`config.mk`:
```
export PLATFORM = sky130hd
export DESIGN_NAME = polar_encoder_seq
export DESIGN_NICKNAME = d
export VERILOG_FILES = /design/src/rtl/polar_pkg.sv /design/src/rtl/polar_xor_stage.sv /design/src/rtl/polar_encoder_seq.sv
export SDC_FILE = /design/constraint.sdc
export NUM_CORES = 1
export LEC_CHECK = 0
export ABC_AREA = 1
export CORE_UTILIZATION = 47
export CTS_CLUSTER_DIAMETER = 200
export CTS_CLUSTER_SIZE = 40
export DETAILED_ROUTE_END_ITERATION = 10
export GPL_ROUTABILITY_DRIVEN = 0
export GPL_TIMING_DRIVEN = 1
export PLACE_DENSITY = 0.84
export SETUP_SLACK_MARGIN = 0.3
export SYNTH_ARGS = -nofsm -noshare
export SYNTH_HDL_FRONTEND = slang
export SYNTH_HIERARCHICAL = 1
export SYNTH_SLANG_ARGS = --single-unit
```
`constraint.sdc`:
```
create_clock -name clk -period 1.4 [get_ports clk]
set_input_delay 0.28 -clock clk [delete_from_list [all_inputs] [get_ports clk]]
set_output_delay 0.28 -clock clk [all_outputs]
set_load 0.01 [all_outputs]
```
`src/rtl/polar_pkg.sv`:
```
// polar_pkg: shared defaults, FSM state type and index helpers for the polar encoder.
package polar_pkg;
  localparam int N_DEF = 8;
  localparam int LOG2N_DEF = 3;
  localparam int K_DEF = 4;
  localparam logic [N_DEF-1:0] FROZEN_DEF = 8'h17;
  typedef enum logic [1:0] {IDLE, ENC, OUT} state_t;
  function automatic int bitrev(input int idx, input int log2n);
    int r;
    r = 0;
    for (int b = 0; b < log2n; b++) r = (r << 1) | ((idx >> b) & 1);
    return r;
  endfunction
  function automatic int info_count(input logic [63:0] mask, input int n);
    int c;
    c = 0;
    for (int i = 0; i < n; i++) c += mask[i] ? 0 : 1;
    return c;
  endfunction
  function automatic int info_index(input int k, input logic [63:0] mask = 64'(FROZEN_DEF), input int n = N_DEF);
    int c;
    int r;
    c = 0;
    r = 0;
    for (int i = 0; i < n; i++)
      if (!mask[i]) begin
        if (c == k) r = i;
        c++;
      end
    return r;
  endfunction
endpackage

```
`src/rtl/polar_xor_stage.sv`:
```
// polar_xor_stage: one runtime-selected butterfly stage, v[i] ^= v[i+2^s] where bit s of i is clear.
module polar_xor_stage #(
  parameter int N = 8,
  parameter int LOG2N = 3
) (
  input  logic [N-1:0]     i_v_in,
  input  logic [LOG2N-1:0] i_stage,
  output logic [N-1:0]     o_v_out
);
  for (genvar i = 0; i < N; i++) begin : g_bit
    logic [LOG2N-1:0] w_hit;
    for (genvar j = 0; j < LOG2N; j++) begin : g_st
      if (((i >> j) & 1) != 0) begin : g_hi
        assign w_hit[j] = 1'b0;
      end else begin : g_lo
        assign w_hit[j] = (i_stage == LOG2N'(j)) && i_v_in[i + (1 << j)];
      end
    end
    assign o_v_out[i] = i_v_in[i] ^ (|w_hit);
  end
endmodule

```
`src/rtl/polar_encoder_seq.sv`:
```
// polar_encoder_seq: sequential polar encoder, one butterfly stage per clock, valid/ready on both sides.
// Optional POLAR_BITREV_EN presents the codeword in bit-reversed order (pure output wiring).
module polar_encoder_seq
  import polar_pkg::*;
#(
  parameter int N = N_DEF,
  parameter int LOG2N = LOG2N_DEF,
  parameter int K = K_DEF,
  parameter logic [N-1:0] FROZEN_MASK = FROZEN_DEF
) (
  input  logic         clk,
  input  logic         rst_n,
  input  logic         in_valid,
  output logic         in_ready,
  input  logic [K-1:0] in_msg,
  output logic         out_valid,
  input  logic         out_ready,
  output logic [N-1:0] out_code,
  output logic         busy
);
  if (info_count(64'(FROZEN_MASK), N) != K) begin : g_bad_k
    $error("K must equal the number of zeros in FROZEN_MASK");
  end
  state_t r_state, w_next;
  logic [LOG2N-1:0] r_cnt;
  logic [N-1:0] r_v, w_load, w_stage;
  for (genvar i = 0; i < N; i++) begin : g_frz
    if (FROZEN_MASK[i]) begin : g_z
      assign w_load[i] = 1'b0;
    end
  end
  for (genvar k = 0; k < K; k++) begin : g_info
    assign w_load[info_index(k, 64'(FROZEN_MASK), N)] = in_msg[k];
  end
  polar_xor_stage #(.N(N), .LOG2N(LOG2N)) u_stage (
    .i_v_in (r_v),
    .i_stage(r_cnt),
    .o_v_out(w_stage)
  );
  always_comb begin
    w_next = r_state == IDLE ? (in_valid ? ENC : IDLE)
           : r_state == ENC  ? (r_cnt == LOG2N'(LOG2N - 1) ? OUT : ENC)
           : (out_ready ? IDLE : OUT);
    in_ready = rst_n && r_state == IDLE;
    out_valid = rst_n && r_state == OUT;
    busy = rst_n && r_state != IDLE;
  end
  always_ff @(posedge clk) begin
    if (!rst_n) begin
      r_state <= IDLE;
      r_cnt <= '0;
      r_v <= '0;
    end else begin
      r_state <= w_next;
      if (r_state == IDLE && in_valid) begin
        r_v <= w_load;
        r_cnt <= '0;
      end else if (r_state == ENC) begin
        r_v <= w_stage;
        r_cnt <= r_cnt + LOG2N'(1);
      end
    end
  end
`ifdef POLAR_BITREV_EN
  for (genvar i = 0; i < N; i++) begin : g_rev
    assign out_code[i] = r_v[bitrev(i, LOG2N)];
  end
`else
  assign out_code = r_v;
`endif
endmodule

```
-- Word-level counts from Yosys, hierarchy flattened
Index checks and enable logic that the tools add are counted.
- bits in registers: 13
- logic and storage cells: 50
- input bits: 8
- memories: 0
- bits in latches: 0
- bits in read-only memories: 0
- bits in writable memories: 0
- equal/unequal tests: 4
- add/subtract/negate cells: 1
- multipliers: 0
- $lt $le $gt $ge: 0
- bitwise operators: 8
- reductions and logical operators: 25
- divide/modulo/power cells: 0
- shift-type cells: 0
- muxes and demuxes: 7
- operators with widths (operator ; count):
    $logic_and 1x1->1 ; 16
    $mux 2 ; 4
    $mux 8 ; 1
    $reduce_or 2->1 ; 4
    $mux 7 ; 1
    $xor 1x1->1 ; 7
    $reduce_bool 2->1 ; 2
    $add 3x1->3 const B ; 1
    $eq 3x1->1 const B ; 1
    $eq 3x2->1 const B ; 1
    $logic_not 3->1 ; 1
    $reduce_or 3->1 ; 1
    $eq 2x1->1 const B ; 1
    $eq 2x2->1 const B ; 1
    $logic_not 2->1 ; 1
    $mux 1 ; 1
    $not 1->1 ; 1

-- Depth between registers and ports, before layout
- depth in word-level cells: 6
- depth in mapped cells: 9
- depth with buffers taken out: 9

-- By module
The synthesis kept the hierarchy.
- modules (own cells, without submodules) (module ; cells an instance ; area an instance (um^2) ; instances):
    polar_encoder_seq ; 87 ; 588.1 ; 1
    polar_xor_stage ; 43 ; 207.7 ; 1

-- Worst setup path before layout
OpenSTA, ideal clock, no wires.
- path kind: register to register
- from: register r_cnt[1]
- to: register r_v[3], in the netlist out_code[3]
- path buffers: 0
- setup time: 0.120 ns
- cell stages (with the launch flop): 9
- data arrival time: 1.054 ns
- path slack: 0.226 ns
- path through: dfxtp_1 nand2_1 nor2_2 nand2_1 xnor2_1 nand2_1 nand2_1 nor2_1 nor2_1
- word-level cells in the longest chain between the ends: 5
- ends and longest elaborated chain (what ; RTL line ; text):
    from (decl) ; polar_encoder_seq.sv:25 ; logic [LOG2N-1:0] r_cnt;
    from (signal assigned) ; polar_encoder_seq.sv:60 ; r_cnt <= r_cnt + LOG2N'(1);
    $eq 3x2->1 ; polar_xor_stage.sv:16 ; assign w_hit[j] = (i_stage == LOG2N'(j)) && i_v_in[i + (1 << j)];
    $logic_and 1x1->1 ; polar_xor_stage.sv:16 ;
    $xor 1x1->1 ; polar_xor_stage.sv:19 ; assign o_v_out[i] = i_v_in[i] ^ (|w_hit);
    named net w_stage[3] ; polar_encoder_seq.sv:26 ; logic [N-1:0] r_v, w_load, w_stage;
    $mux 7 ; polar_encoder_seq.sv:58 ; end else if (r_state == ENC) begin
    $mux 8 ; polar_encoder_seq.sv:55 ; if (r_state == IDLE && in_valid) begin
    to (signal assigned) ; polar_encoder_seq.sv:56 ; r_v <= w_load;
    to (signal assigned) ; polar_encoder_seq.sv:59 ; r_v <= w_stage;
    to (decl) ; polar_encoder_seq.sv:26 ;
The timed path passes the listed nets, and every way through them passes these cells. The select of a mux whose other input is x is not followed.
A chain may end at the register's enable or synchronous reset.

-- Final worst setup path
- from: register r_state[0]
- to: output in_ready
- word-level cells in the longest chain between the ends: 2
- ends and longest elaborated chain (what ; RTL line ; text):
    from (decl) ; polar_encoder_seq.sv:24 ; state_t r_state, w_next;
    from (signal assigned) ; polar_encoder_seq.sv:54 ; r_state <= w_next;
    $logic_not 2->1 ; polar_encoder_seq.sv:44 ; in_ready = rst_n && r_state == IDLE;
    $logic_and 1x1->1 ; polar_encoder_seq.sv:44 ;
    to (decl) ; polar_encoder_seq.sv:14 ; output logic in_ready,
Every way passes these cells.

==> qor.yml <==
power_and_ir_drop:
  powerDensity_mw_per_mm2: 764.7
  p_leak_uw: 0.0006664
  ir_drop_v: 0.0007636
clocking:
  clock_path_buffers: 2
  insertion_delay_ns: 0.32
  cts.htree.levels: 1
  cts_tree: "yes"
  ctsRootBufferMaster: "clkbuf_4"
  clock_sinks: 13
  cts.clk_slew.worst_paths_ns: 0.09
  cts_buffers: 3
yosys:
  yosysSeqAreaShare_pct: 32.70
  syn-instance-count: 130
  syn_area_per_cell_um2: 6.121
  synthesis.area_um2: 795.8
  synth_nets: 140
  ys_ff_latch: 13
  yosysWarnings: 6
  yosysUniqueCellTypes: 17
global_routing:
  grt_pass1_wl_um: 4243
  top_usage_layer: "met2"
  grtUsageMet2_pct: 53.43
  antenna_found_initial: 0
  grt_use_met3_pct: 8.085
  grt_pass1_vias: 936
  grt_start_max_net_pins: 9
  grtUsageTotal_pct: 31.07
  grt.overflow.total: 0
  grtUsageMet1_pct: 35.94
layout:
  design_area_mm2: 0.001390
  layout.cells.non_filler: 193
  fillers: 66
  drive_above_1_share_pct: 53.67
  area_delta_synth_final_pct: 74.69
  nets: 188
  n_antenna_cell: 0
setup_path:
  cp_max_fo: 4
  cp_top_family: "flip-flops"
  setup.worst_path.end_class: "output port"
  crit_chain: "nor3_2 -> buf_2"
  cp_slowest_stage_delay_ns: 0.38
  rrSetupSlack_ns: 0.08
  required_ns: 1.12
  crit_path_top_delay_cell: "dfxtp_4"
  critical_path_class: "reg -> out"
  cp_data_arrival_time_ns: 1.08
  cp-start-kind: "flop"
  critPathBufInv: 1
die:
  die_x_um: 43.15
  die_area_mm2: 0.001861
  placementRows: 14
  initial_core_util_pct: 51.62
  ios: 19
  fp.coreArea_mm2: 0.001541
  fp.dieH_um: 43.15
timing:
  final.period_utilization_pct: 96.99
  max_freq_mhz: 736.4
  setup-tns-final_ns: 0
  hold_violations: 0
  setup_violations: 0
  slew_headroom_pct: 82.00
  fin_hold_ws_ns: 0.4239
  fin_worst_skew_ns: 0.01311
  worstMarginPinSlew_ns: 0.2692
  fin_ws_ns: 0.04208
  maxSlewViolCount: 0
  finalCriticalPeriod_ns: 1.358
  rsz0062_at_grt: "yes"
routing:
  ant_nets: 0
  wire_per_inst_um: 19.09
  first_pass_iters: 6
  via_per_inst: 6.135
  drtIter0Drc: 66
  dr_total_vias: 1184
  routed_wl_um: 3684
  drc: 0
placement:
  place_ws_ns: -0.4275
  dpl-instance-area_mm2: 0.001079
  dpl.hpwl_um: 1449
  placedCellCount: 175
  numPortBuffers: 18
outcome:
  status: "complete, no violations"
run:
  drv_cap: 0
worst_hold_path:
  hp-class: "in -> reg"
## what timing repair did
action,CTS,global route
pin swaps,26,23
buffers inserted,10,4
endpoints found under the hold margin,0,0
setup endpoints to repair,23,16
hold buffers,0,0
resized for setup,88,29
## layout make-up
| class | count | area (um2) | area share [%] |
|---|---|---|---|
| tap | 16 | 20.02 | 1.440 |
| timing repair buffer | 45 | 345.3 | 24.84 |
| multi-input combinational | 99 | 638.1 | 45.90 |
| inverter | 16 | 67.56 | 4.860 |
| sequential | 13 | 292.8 | 21.06 |
| clock buffer | 4 | 26.28 | 1.890 |
## metal layers
| metal | vias to the layer above | routed length (um) |
|---|---|---|
| met1 | 538 | 1318 |
| met4 | 0 | 328 |
| met3 | 50 | 354 |
| li1 | 499 | - |
| met2 | 97 | 1682 |
| met5 | - | 0 |
## placed cells by master, fill, tap and decap left out, types with 5 or more instances in the layout
master and count:
clkdlybuf4s50_1 6, nand3_1 8, buf_4 22, nor2_1 6, dfxtp_4 7, nand2_2 9, nand2_1 42, dfxtp_2 5
buf_2 11, inv_1 11, a21oi_2 5, buf_6 5
## through the flow
stage	total power, uW	utilization, %
CTS	939.7	81.09
finish	1063	90.18
global placement	648.5	69.97
detailed placement	657.5	69.97
floorplan	544.1	-
global route	1087	90.18
## cell families after synthesis
family	share of synthesized area [%]
compound gates	5.032
xor+xnor	3.302
fa+ha+maj	3.144
buf+inv	9.906
flops	32.70
simple gates	45.91
## power breakdown
part / internal (uW) / total [uW] / switching (uW)
Clock: 112 / 280 / 169
Combinational: 167 / 374 / 207
Sequential: 385 / 409 / 23.7
Total: 664 / 1060 / 399
## Yosys cell counts (all sizes together)
cell type	n	area (um2)
ha	2	25.02
nor2	14	57.55
a21oi	6	30.03
xnor2	3	26.28
nand3	12	60.06
nor3	4	30.03
dfxtp	13	260.3
nand4	2	12.51
inv	16	60.06
nand2	53	198.9
buf	2	18.77
o21ai	2	10.01
and3	1	6.260
## worst min-delay path, cell delays in order
cell	delay (ns)
dlygate4sd2_1	0.24
inv_2	0.08
a21oi_2	0.10
## final timing paths
check / from / end / cells past startpoint
worst max-delay path: r_state[0] / in_ready / 2
worst min-delay path: rst_n / r_state[0] / 3
worst min register to register: out_code[1] / out_code[1] / 3
worst max register to register: r_cnt[1] / out_code[5] / 7
## registers in the layout, summed over array words and instances, names as in the netlist
register	count
r_cnt	3
r_state	2
out_code	8
Power figures use the tool's default switching activity.
